[src/rtl/fewcore_ctrl_pkg.sv]
// Shared types and constants for fewcore pipeline control logic.
package fewcore_ctrl_pkg;

  localparam int REG_W_DEF  = 5;
  // History rd field is sized for the widest register file we build; narrower REG_W zero-extends.
  localparam int HIST_RD_W  = 8;
  localparam int FWD_SEL_RF = 0;

  typedef struct packed {
    logic                 valid;
    logic                 we;
    logic [HIST_RD_W-1:0] rd;
    logic                 is_load;
  } hist_entry_t;

endpackage

[src/rtl/fwd_priority_sel.sv]
// Match-and-priority encoder for one source operand over the in-flight write history.
module fwd_priority_sel
  import fewcore_ctrl_pkg::*;
#(
  parameter int REG_W     = REG_W_DEF,
  parameter int FWD_DEPTH = 2,
  parameter int LOAD_LAT  = 2,
  parameter int SEL_W     = $clog2(FWD_DEPTH + 1)
) (
  input  hist_entry_t [FWD_DEPTH-1:0] hist,
  input  logic [REG_W-1:0]            rs,
  input  logic                        used,
  output logic [SEL_W-1:0]            sel,
  output logic                        load_hazard
);

  logic [FWD_DEPTH-1:0] match;

  always_comb begin
    for (int k = 0; k < FWD_DEPTH; k++) begin
      match[k] = used && hist[k].valid && hist[k].we &&
                 (hist[k].rd == HIST_RD_W'(rs)) && (rs != '0);
    end
  end

  // Lowest index is the youngest writer, so the first hit wins the select.
  always_comb begin
    // NOTE: every output gets a default before the loop so no path leaves it unassigned (no latch).
    sel         = SEL_W'(FWD_SEL_RF);
    load_hazard = 1'b0;
    for (int k = FWD_DEPTH - 1; k >= 0; k--) begin
      if (match[k]) sel = SEL_W'(k + 1);
      if (match[k] && hist[k].is_load && (k < LOAD_LAT - 1)) load_hazard = 1'b1;
    end
  end

endmodule

[src/rtl/hazard_unit.sv]
// Forwarding select and load-use stall control; load-use stalling is compiled in
// only when HAZARD_LOAD_USE_STALL_EN is defined.
module hazard_unit
  import fewcore_ctrl_pkg::*;
#(
  parameter int REG_W     = REG_W_DEF,
  parameter int NUM_SRC   = 2,
  parameter int FWD_DEPTH = 2,
  parameter int LOAD_LAT  = 2,
  parameter int SEL_W     = $clog2(FWD_DEPTH + 1)
) (
  input  logic                       clk,
  input  logic                       reset,
  input  logic                       issue_valid,
  input  logic                       issue_we,
  input  logic [REG_W-1:0]           issue_rd,
  input  logic                       issue_is_load,
  input  logic [NUM_SRC*REG_W-1:0]   src_rs,
  input  logic [NUM_SRC-1:0]         src_used,
  input  logic                       flush,
  output logic [NUM_SRC*SEL_W-1:0]   fwd_sel,
  output logic                       stall,
  output logic [15:0]                stall_count
);

  hist_entry_t [FWD_DEPTH-1:0] hist;
  hist_entry_t                 new_entry;
  logic [NUM_SRC-1:0]          hazard;

  for (genvar i = 0; i < NUM_SRC; i++) begin : g_src
    fwd_priority_sel #(
      .REG_W    (REG_W),
      .FWD_DEPTH(FWD_DEPTH),
      .LOAD_LAT (LOAD_LAT),
      .SEL_W    (SEL_W)
    ) u_sel (
      .hist       (hist),
      .rs         (src_rs[i*REG_W +: REG_W]),
      .used       (src_used[i]),
      .sel        (fwd_sel[i*SEL_W +: SEL_W]),
      .load_hazard(hazard[i])
    );
  end

  always_comb begin
    new_entry.valid = issue_valid;
    new_entry.we    = issue_we;
    new_entry.rd    = HIST_RD_W'(issue_rd);
`ifdef HAZARD_LOAD_USE_STALL_EN
    new_entry.is_load = issue_is_load;
`else
    new_entry.is_load = 1'b0;
`endif
  end

`ifdef HAZARD_LOAD_USE_STALL_EN
  assign stall = |hazard;
`else
  assign stall = 1'b0;
  logic unused_load;
  assign unused_load = &{1'b0, issue_is_load, hazard};
`endif

  always_ff @(posedge clk or negedge reset) begin
    // NOTE: the history is control state and must be cleared on reset; a stale valid entry would forward garbage.
    if (!reset) begin
      hist <= '0;
    end else if (flush) begin
      hist <= '0;
    end else begin
      // NOTE: non-blocking assignments make every entry shift from its pre-edge neighbour, in any loop order.
      for (int k = FWD_DEPTH - 1; k >= 1; k--) begin
        hist[k] <= hist[k-1];
      end
      if (stall) begin
        hist[0] <= '0;
      end else begin
        hist[0] <= new_entry;
      end
    end
  end

`ifdef HAZARD_LOAD_USE_STALL_EN
  always_ff @(posedge clk or negedge reset) begin
    if (!reset) begin
      stall_count <= '0;
    end else if (stall && !flush && (stall_count != 16'hFFFF)) begin
      stall_count <= stall_count + 16'd1;
    end
  end
`else
  assign stall_count = '0;
`endif

endmodule

[config.mk]
export PLATFORM = sky130hd
export DESIGN_NAME = hazard_unit
export DESIGN_NICKNAME = d
export VERILOG_FILES = /design/src/rtl/fewcore_ctrl_pkg.sv /design/src/rtl/fwd_priority_sel.sv /design/src/rtl/hazard_unit.sv
export SDC_FILE = /design/constraint.sdc
export NUM_CORES = 1
export LEC_CHECK = 0
export CAP_MARGIN = 20
export CORE_ASPECT_RATIO = 1.25
export CORE_UTILIZATION = 25
export CTS_BUF_LIST = sky130_fd_sc_hd__clkbuf_16
export CTS_CLUSTER_SIZE = 40
export DETAILED_ROUTE_END_ITERATION = 12
export PLACE_DENSITY = 0.58
export SYNTH_ARGS = -nofsm -noshare
export SYNTH_HDL_FRONTEND = slang
export SYNTH_SLANG_ARGS = --single-unit
[constraint.sdc]
create_clock -name clk -period 2.6 [get_ports clk]
set_input_delay 0.26 -clock clk [delete_from_list [all_inputs] [get_ports clk]]
set_output_delay 0.26 -clock clk [all_outputs]
set_load 0.02 [all_outputs]
# Yosys cells after proc, flatten, opt, wreduce, memory -nomap -nowiden
# Cells that the tools add are included.
dict set report totals {
  regBits 21
  input_bits 23
  out_inout_bits 21
}
dict set report op_classes {
  n_eq_ne 4
  muxes 5
  n_reduce_logical 18
}
# cell count
set op_table {}
lappend op_table {{8-bit by 5-bit equality test with 1-bit output} 4}
lappend op_table {{22-bit 2-to-1 mux} 1}
lappend op_table {{1-bit logical AND} 16}
lappend op_table {{5-bit nonzero test} 2}
lappend op_table {{2-bit 2-to-1 mux} 4}

# Longest topological paths before layout
dict set report logic_depth {
  word_depth 6
  depth_mapped 4
}

# By module
# Synthesis repeated with hierarchy kept, for this count alone.
dict set report hier_totals {
  hier_cells 91
  hier_area_um2 952.2
}
# module n_inst cells_each area_each_um2 seq_area_each_um2
set modules_own_cells {}
lappend modules_own_cells {hazard_unit 1 47 609.3 350.3}
lappend modules_own_cells {fwd_priority_sel 2 22 171.4 0.0}

# Least setup slack after synthesis
# OpenSTA, ideal clock, no wires.
dict set report synth_timing {
  path_type {flip-flop to output port}
  start {register, netlist name hist[1]}
  end {output port fwd_sel[3]}
  arrival_ns 1.676
  required_ns 2.340
  path_slack_ns 0.664
  path_stages_with_launch 5
  path_cell_list {dfrtp_1 > xnor2_1 > nand4_1 > nor4_1 > nor3_1}
}
dict set report synth_between {
  elab_chain_cells 4
}
# item line_no
set synth_lines {}
lappend synth_lines {{8-bit by 5-bit equality test with 1-bit output} fwd_priority_sel.sv:22} ;# (hist[k].rd == HIST_RD_W'(rs)) && (rs != '0);
lappend synth_lines {{1-bit logical AND} fwd_priority_sel.sv:21} ;# match[k] = used && hist[k].valid && hist[k].we &&
lappend synth_lines {{1-bit logical AND} fwd_priority_sel.sv:22}
lappend synth_lines {{2-bit 2-to-1 mux} fwd_priority_sel.sv:32} ;# if (match[k]) sel = SEL_W'(k + 1);
lappend synth_lines {{to (decl)} hazard_unit.sv:21} ;# output logic [NUM_SRC*SEL_W-1:0] fwd_sel,
# Every way passes these cells.

# Worst setup path in the final report
dict set report layout_timing {
  start {input port src_rs[6]}
  end {output port fwd_sel[2]}
}
dict set report layout_between {
  elab_chain_cells 4
}
# item line_no
set layout_lines {}
lappend layout_lines {{from (decl)} hazard_unit.sv:18} ;# input logic [NUM_SRC*REG_W-1:0] src_rs,
lappend layout_lines {{8-bit by 5-bit equality test with 1-bit output} fwd_priority_sel.sv:22}
lappend layout_lines {{1-bit logical AND} fwd_priority_sel.sv:21}
lappend layout_lines {{1-bit logical AND *} fwd_priority_sel.sv:22}
lappend layout_lines {{2-bit 2-to-1 mux *} fwd_priority_sel.sv:32}
# Mark *: on every way between the ends. The rest lies on a longest branch, timed or not.

==> results.md <==
- The clock-pin slew on the worst setup and hold paths is 40 ps.
- The slack of the worst reg-to-reg path is 1900 ps.
- For the worst setup path, the data arrival time is 2130 ps.
- In this run, CTS created clock tree buffers numbering 3.
- The startpoint of the most critical setup path is src_rs[6].
- The maximum clock rate is 419 MHz.
- The number of design-rule violations left by the first detailed-router iteration is 0.
- The area overhead of the layout relative to synthesis is 42.4%.
- The die covers 3640 sq um.
- For this run, design rule violations remaining after detail routing come to 0.
- The library cell with the largest summed area after synthesis is sky130_fd_sc_hd__dfrtp_1.
- The path class of the tightest hold or removal check is input pin to async pin.
- The initial antenna violation count is 0.
- The clock tree buffer depth is 2.
- On the final layout, the worst hold slack is 387 ps.
- The share of synthesized area in the top cell type comes to 0.412.
- The clock tree from TritonCTS is yes.
- The yosys synthesis warning count is 0.
- On the critical path, the stage with the largest delay is an instance of sky130_fd_sc_hd__clkdlybuf4s50_1.
- The total core area is 3220 sq um.
- The slack of the critical path is 211 ps.
- The total global-route track usage is 0.0968.
- The number of enable-type register cells in the synthesized netlist is 0.
- From bottom edge to top edge, the die measures 67.2 um.
- OpenSTA, run right after detailed placement, puts the worst setup slack at 26.3 ps.
- The most flop-heavy register is hist.
- After global routing the overflow that remains totals 0.
- The number of different library cells used by synthesis comes to 14.
- 44 I/O pins were placed.
- The filler-free cell count of the finished design is 152.
- In this run the remaining antenna-violating nets after routing total 0.
- In this run, synthesis produced a sequential element count of 14.
- Headroom to the max-slew limit came out at 0.619.
- The nature of the critical path startpoint is an input pin.
- The synthesized area per cell is 10.4 sq um.
- The via count of the first global-routing pass is 552.
- The buffer count from post-CTS setup fixing is 0.
- The most critical setup path has its endpoint at fwd_sel[2].
- The worst register-to-register path begins at hist[3].
- For this run, the slowest stage of the critical path takes 680 ps.
- The terminus of the critical flop-to-flop path is hist[14].
- The family of cells with the greatest summed delay on the critical path is buffers and inverters.
- Setup violations remaining at the end of the flow were counted as 0.
- After detailed routing, the average wire length per cell comes to 10.2 um.
- The fraction of final layout cells with drive strength greater than 1 is 0.113.
- The worst-case vdd ir drop is 328 uV.
- The critical path runs through a total of 6 cells.
- CTS built an H-tree with a depth of 1.
- The clock latency of the later-clocked register in the worst-skew pair is 240 ps.
- Setup repair after global routing left no endpoint under its margin.
- The number of inserted filler cells in the final layout is 335.
- The repair_antennas step left the layout with diodes totalling 0.
- The tree built by TritonCTS fans out to 14 sinks.
- The hold buffer count at cts is 0.
- The master cell of the clock root buffer is sky130_fd_sc_hd__clkbuf_16.
- The flip-flop count of the largest register after layout is 14.
- The run finished with clean final reports.
- The portion of the post-synthesis area used by sequential elements is 0.412.
- The x dimension of the die is 54.1 um.
- Walking the worst path, the cells encountered are clkdlybuf4s50_1 -> buf_4 -> xnor2_1 -> nand4_1 -> nor4_1 -> clkdlybuf4s50_1.
- Among all flip-flop cells after synthesis, the most frequent one is sky130_fd_sc_hd__dfrtp_1.
- The worst register-to-register path has a depth of 1.
- The count of maximum capacitance violations is 0.
- Between clock sinks in the finished design, the worst skew comes to 0.488 ps.
- Summed over all cells, the static leakage comes to 0.559 nW.
- After detailed routing, the number of vias per cell comes to 4.09.
- The number of buffers and inverters on the critical path is 3.
- The final count of pins violating max slew is 0.
- Setup total negative slack on the finished layout was measured at 0 ps.
- The ratio of total power to cell area is 524 nW/um^2.
- The time the worst path needs with I/O delays and setup is 2390 ps.
- The first-pass GRT wire length is 2380 um.
- In the final design database the tool counted 139 nets.
- Post-CTS repair changed the size of 0 cells.
- For this run, the detailed router's first-pass iteration total came to 1.
- The initialized floorplan defines 23 standard-cell rows.
- The cell seen most often among critical-path stages is sky130_fd_sc_hd__clkdlybuf4s50_1.
- The overall via count from detail_route is 621.
- The half-perimeter wire length after detailed placement is 1260 um.
- Routability-driven placement finished with a final weighted congestion of 0.774.
- For this run, the share of the core covered by cells in the final layout is 0.375.
- Dividing the final minimum period by the clock period gives 0.919.
- In the synthesized netlist, the cells that appear most often are sky130_fd_sc_hd__buf_4, sky130_fd_sc_hd__dfrtp_1, sky130_fd_sc_hd__nor2b_1, sky130_fd_sc_hd__xnor2_1, sky130_fd_sc_hd__xor2_1.
- For this configuration, the core starts out at a cell density of 0.264.
- The number of cells produced by synthesis is 82.
- Of all nets on the critical path, the largest fanout is 2.
- The final hold violation count is 0.
- Entering global routing, the biggest net connects 15 pins.
- The routed design has 1560 um of wire.
- The synthesized area is 850 sq um.
- The largest registers in the layout are hist (14).
- The critical path is of the input pin to output pin type.
- The number of placed cells counting well taps is 148.
- Of all flip-flops after synthesis, the portion carrying an async set or reset was 1.00.
- The total of buffers placed on input and output ports is 25.
- The required time at the worst-slack endpoint is 2340 ps.
- The most repeated cell in the gate-level netlist after synthesis is sky130_fd_sc_hd__buf_4.
- After synthesis, the cell types taking the most area are sky130_fd_sc_hd__dfrtp_1, sky130_fd_sc_hd__buf_4, sky130_fd_sc_hd__nor2b_1, sky130_fd_sc_hd__xnor2_1, sky130_fd_sc_hd__xor2_1.
- The slew at the pin closest to its max-slew limit is 570 ps.
- The sort of element at the end of the critical path is an output pin.
through the flow:
stage	cell area [sq um]	power [mW]
4_1_cts	1200	0.638
3_5_place_dp	1120	0.351
3_3_place_gp	1120	0.349
2_1_floorplan	910	0.314
6_report	1210	0.634
5_1_grt	1210	0.663
where the power goes:
| group | internal, mW | total (mW) | switching, mW |
|---|---|---|---|
| sequential | 0.228 | 0.237 | 0.00894 |
| combinational | 0.0561 | 0.111 | 0.0548 |
| clock | 0.203 | 0.286 | 0.0833 |
| total | 0.487 | 0.634 | 0.147 |
layer usage:
layer,global-route usage,up-vias,routed length (um)
met1,0.102,273,634
met5,0,-,0
met3,0.0225,6,157
li1,-,302,-
met2,0.165,40,723
met4,0.0673,0,42
final cells by class:
| type | instances | area, sq um | area share |
|---|---|---|---|
| clock buffers | 3 | 75.1 | 0.0620 |
| clock inverters | 1 | 3.75 | 0.00310 |
| multi-input cells | 66 | 434 | 0.359 |
| flip-flops and latches | 14 | 350 | 0.290 |
| well taps | 37 | 46.3 | 0.0383 |
| repair buffers | 31 | 300 | 0.248 |
worst min path at each step:
stage | startpoint | to | slack [ps]
floorplan | reset | hist[10] | -40
CTS | reset | hist[4] | 410
finish | reset | hist[2] | 390
detailed placement | hist[9] | hist[20] | 480
global placement | hist[10] | hist[21] | 470
global route | reset | hist[4] | 450
cells by family (layout without fill, tap and decap cells):
kind of cell           after synthesis  after routing  synth area share
buffers and inverters               18             35             0.155
XOR/XNOR                            20             20             0.206
AO/OA/AOI/OAI                        2              2            0.0206
flip-flops                          14             14             0.412
AND/OR/NAND/NOR                     27             27             0.202
other                                1             17           0.00441
layout by cell type, fill, tap and decap left out, drive strengths merged:
cell            n
nand2           1
nand4           4
conb           17
clkinv          1
dfrtp          14
xor2           10
or4             2
o21ai           2
xnor2          10
nor3            2
nor4            4
clkbuf          3
buf             6
clkdlybuf4s50  23
dlymetal6s2s    2
nor2b          14
No activity file was read; power rests on OpenSTA's default activity.
==> variant 1 (same flow settings) <==
Add a define of `HAZARD_LOAD_USE_STALL_EN`.
--- a/src/rtl/hazard_unit.sv
+++ b/src/rtl/hazard_unit.sv
@@ -1,5 +1,7 @@
 // Forwarding select and load-use stall control; load-use stalling is compiled in
 // only when HAZARD_LOAD_USE_STALL_EN is defined.
+`define HAZARD_LOAD_USE_STALL_EN
+
 module hazard_unit
   import fewcore_ctrl_pkg::*;
 #(
Function: changed (Yosys sat finds a counterexample within 4 cycles, from zero or initial values and one cycle with reset low).
==> variant 1 against the original RTL <==
Die area up 87%. Power grew 81%. Design area up 95%. Utilization grew 0.55 points. Cell count is 90% higher. Sequential power increased by 110%. Worst setup slack lost 0.063 ns. Via count up 110%. Highest routed layer unchanged. First-iteration DRC count rose by 43. Largest cell class unchanged. Global-route usage up 3.4 points. Routed wire length rose to 2.6 times the old value. Sequential cell count increased by 17. Synthesized area up 90%.
==> variant 1: results (changes against the original RTL) <==
Status
  • Outcome: completed

Global route
  • Met2 usage: 20.2% (+3.7 points)
  • Largest net degree at the start of global routing: 32 (+17)
  • Vias in the first global route: 1297 (+130%)
  • Met1 Track Usage GR: 17.0% (+6.9 points)
  • First-pass GRT wire length: 6540 um (+170%)
  • Met3 usage: 3.96% (+1.7 points)

STA
  • Clock skew: 0.00254 ns (+0.00205 ns)
  • Slew headroom: 71.9% (+10 points)

Placed design
  • Area after DPL: 2230 um^2 (+99%)
  • Pre-CTS WS: -0.00318 ns (-0.0295 ns)
  • PortBufs: 43 (+72%)
  • Routability cong.: 0.765 (-1.2%)

CTS
  • Cts bufs inserted: 5 (+2)
  • H-tree Lvls: 2 (+1)
  • Worst-Skew Late Latency: 0.27 ns (+0.03 ns)

Routing
  • Met3 routed WL: 238 um (+52%)
  • Metal2 WL: 1970 um (+170%)
  • Iteration-0 DRC Markers: 43 (+43)
  • Vias per inst: 4.46 (+9.3%)
  • Pre-antenna DRT Iters: 4 (+3)
  • Post-Route M1 WL: 1750 um (+180%)
  • Routed wire length per instance: 13.9 um (+35%)

Logic synthesis
  • Register area share after synthesis: 48.1% (+6.8 points)
  • Adder-Cell Fraction of Synth Area: 0.775% (+0.78 points)
  • Multiplexer share of the synthesized area: 0.930% (+0.93 points)
  • Synth Area in XOR/XNOR: 19.0% (-1.6 points)
  • Top post-synthesis cells by area: dfrtp_1 (48%), xor2_1 (11%), xnor2_1 (7.6%)
  • Compound-gate portion of the synthesized area: 5.12% (+3.1 points)

Layout
  • Filler cells: 626 (+87%)
  • Nets: 228 (+64%)
  • Share of layout cells above drive strength 1: 13.7% (+2.4 points)
  • Top flop regs: stall_count: 16 flops, hist: 15 flops

Power and ir drop
  • Leakage dissipation: 0.00109 uW (+95%)
  • Worst vdd ir: 304 uV (-7.2%)
  • Internal Pwr Total: 901 uW (+85%)
  • Sequential power: 505 uW (+110%)

Setup path
  • Crit-path max cell delay: 0.60 ns (-0.08 ns)
  • Max FO, Critical Path: 3 (+1)
  • Data arrival, critical path: 2.19 ns (+0.06 ns)
==> variant 1: changes by cell type after synthesis, moves of 6 or more <==
| cell | change |
|---|---|
| and3_1 | +10 |
| xor2_1 | +11 |
| buf_4 | -17 |
| nor2b_1 | -7 |
| nor3_1 | +6 |
| nand3_1 | +8 |
| nor2_1 | +6 |
| dfrtp_1 | +17 |
==> variant 1: layout make-up <==
| class | instances | area, um^2 | share of cell area, % |
|---|---|---|---|
| Sequential cell | 31 | 776 | 32.8 |
| Clock buffer | 5 | 125 | 5.29 |
| Inverter | 4 | 15.0 | 0.635 |
| Tap cell | 85 | 106 | 4.50 |
| Timing Repair Buffer | 55 | 524 | 22.2 |
| Multi-Input combinational cell | 107 | 808 | 34.2 |
| Clock inverter | 2 | 8.76 | 0.371 |
==> variant 1: metrics by stage <==
step | instances | utilization [%] | total power, uW
CTS | 289 | 38.0 | 1170
floorplan | 144 | - | 553
detailed placement | 282 | 35.9 | 627
global placement | 282 | 35.9 | 627
finish | 289 | 38.1 | 1150
global route | 289 | 38.1 | 1210
==> variant 1: path summary, 6_finish.rpt <==
path	startpoint	to	slack, ns	cells after the start
max	src_rs[2]	fwd_sel[0]	0.15	7
max in group asynchronous	reset	hist[15]$_DFF_PN0_	1.94	2
max reg2reg	stall_count[0]$_DFFE_PN0P_	stall_count[5]$_DFFE_PN0P_	0.55	7
min reg2reg	stall_count[5]$_DFFE_PN0P_	stall_count[5]$_DFFE_PN0P_	0.49	1
min in group clk	stall_count[5]$_DFFE_PN0P_	stall_count[5]$_DFFE_PN0P_	0.49	1
min	reset	stall_count[5]$_DFFE_PN0P_	0.38	2
==> variant 1: repair_timing <==
item                       4_1_cts  5_1_grt
buffers inserted                 0        0
setup endpoints to repair        1        3
pin swaps                        0        1
resized for setup                1        2
==> variant 2 (config.mk and constraints unchanged) <==
Without the edit above. `FWD_DEPTH` is set to 2 in 2 places; all go to 4.
--- a/src/rtl/fwd_priority_sel.sv
+++ b/src/rtl/fwd_priority_sel.sv
@@ -3,7 +3,7 @@
   import fewcore_ctrl_pkg::*;
 #(
   parameter int REG_W     = REG_W_DEF,
-  parameter int FWD_DEPTH = 2,
+  parameter int FWD_DEPTH = 4,
   parameter int LOAD_LAT  = 2,
   parameter int SEL_W     = $clog2(FWD_DEPTH + 1)
 ) (
--- a/src/rtl/hazard_unit.sv
+++ b/src/rtl/hazard_unit.sv
@@ -5,7 +5,7 @@
 #(
   parameter int REG_W     = REG_W_DEF,
   parameter int NUM_SRC   = 2,
-  parameter int FWD_DEPTH = 2,
+  parameter int FWD_DEPTH = 4,
   parameter int LOAD_LAT  = 2,
   parameter int SEL_W     = $clog2(FWD_DEPTH + 1)
 ) (
Interface: changed (resized fwd_sel); port bits go from 44 to 46. The function was not compared with the original's and may differ.
==> variant 2 against the original RTL <==
Sequential cell count increased by 14. Design area increased by 77%. Via count increased by 79%. Synthesized area increased by 100%. Worst setup slack got worse by 0.17 ns. Routed wire length increased by 120%. Combinational power increased by 58%. Power increased by 56%. Utilization decreased by 4.9 points. Critical endpoint is now fwd_sel[5].
==> variant 2: results (changes against the original RTL) <==
Logic synthesis
  • Ys Warns: 0 (unchanged)
  • Top post-synthesis cells by area: dfrtp_1 (41%), xnor2_1 (17%), nor2b_1 (10%)
  • Cell count after synthesis: 160 (+95%)
  • Post-synth cell types: 23 (+9)
  • Register area share after synthesis: 41.3% (+0.061 points)
  • Synth cell count leaders: xnor2_1 (33), dfrtp_1 (28), nor2b_1 (28)

Layout
  • Filler cells: 679 (+100%)
  • Share of layout cells above drive strength 1: 18.0% (+6.7 points)
  • Non-filler cells, final: 281 (+85%)
  • Top flop regs: hist: 28 flops
  • Nets: 218 (+57%)

Global route
  • Antenna violations before repair: 0 (unchanged)
  • Met2 usage: 17.8% (+1.3 points)
  • First-pass GRT wire length: 5550 um (+130%)
  • Met1 Track Usage GR: 14.1% (+4.0 points)
  • Gr usage total: 10.8% (+1.1 points)
  • Largest net degree at the start of global routing: 29 (+14)
  • Met3 usage: 2.68% (+0.43 points)

Power and ir drop
  • NetSw: 246 uW (+67%)
  • Comb pwr share: 17.8% (+0.3 points)
  • Sequential share of power: 46.8% (+9.4 points)
  • Worst vdd ir: 257 uV (-22%)
  • Overall power: 987 uW (+56%)
  • Leakage dissipation: 0.000908 uW (+63%)

Setup path
  • Crit path from: src_rs[7]
  • Max FO, Critical Path: 5 (+3)
  • Max stage delay cell, worst path: or4_2
  • Reg-to-Reg End: hist[36]$_DFF_PN0_
  • Worst Setup EP: fwd_sel[5]
  • Crit path max-delay family: simple AND/OR/NAND/NOR gates
  • FF-to-FF path depth: 1 (unchanged)
  • Worst r2r src: hist[25]$_DFF_PN0_

Placed design
  • Pre-CTS WS: -0.312 ns (-0.338 ns)
  • Area after DPL: 2050 um^2 (+83%)
  • Final HPWL DP: 2760 um (+120%)
  • PortBufs: 27 (+8.0%)
  • Routability cong.: 0.794 (+2.6%)

Status
  • Outcome: completed

Routing
  • Met3 routed WL: 173 um (+10%)
  • Metal2 WL: 1700 um (+140%)
  • Pre-antenna DRT Iters: 4 (+3)
  • Routed wire length per instance: 12.3 um (+20%)
  • Iteration-0 DRC Markers: 14 (+14)
  • DR vias: 1110 (+79%)
  • Post-Route M1 WL: 1550 um (+140%)

STA
  • Final worst slack: 0.0458 ns (-0.165 ns)
  • WHS: 0.370 ns (-0.0173 ns)
  • Fin. max-slew vios: 0 (unchanged)
  • Clock skew: 0.00201 ns (+0.00152 ns)
  • Final-report hold violation count: 0 (unchanged)

CTS
  • Cts bufs inserted: 3 (unchanged)
  • Post-CTS sizing: 11 (+11)
  • Root Buffer: clkbuf_16
  • Worst-Skew Late Latency: 0.26 ns (+0.02 ns)
  • H-tree Lvls: 1 (unchanged)
  • Buffers from clock root to sink, at most: 2 (unchanged)
  • Clk pin slew, worst setup/hold paths: 0.07 ns (+0.03 ns)

Worst hold path
  • Worst hold path class: in2async
## variant 2: cell count changes in the layout (fill, tap and decap cells not counted), sizes merged, moves of 5 or more
cell / change
buf: +10
nor2b: +14
nand2: +5
or4: +5
xnor2: +23
clkdlybuf4s50: -6
dfrtp: +14
## variant 2: cell type report
| class | instances | area, um^2 | share of cell area [%] |
|---|---|---|---|
| tap | 87 | 109 | 5.08 |
| sequential | 28 | 701 | 32.7 |
| clock buffer | 3 | 75.1 | 3.50 |
| timing repair buffer | 43 | 384 | 17.9 |
| multi-input combinational | 119 | 872 | 40.7 |
| clock inverter | 1 | 3.75 | 0.175 |
## variant 2: logic make-up (layout without fill, tap and decap cells)
| family | count (synthesis) | in the layout | share of synthesized area, % |
|---|---|---|---|
| AND/OR/NAND/NOR | 56 | 56 | 22.0 |
| other | 1 | 17 | 0.221 |
| buffers and inverters | 29 | 47 | 12.1 |
| flip-flops | 28 | 28 | 41.3 |
| XOR/XNOR | 40 | 40 | 20.6 |
| AO/OA/AOI/OAI | 6 | 6 | 3.76 |
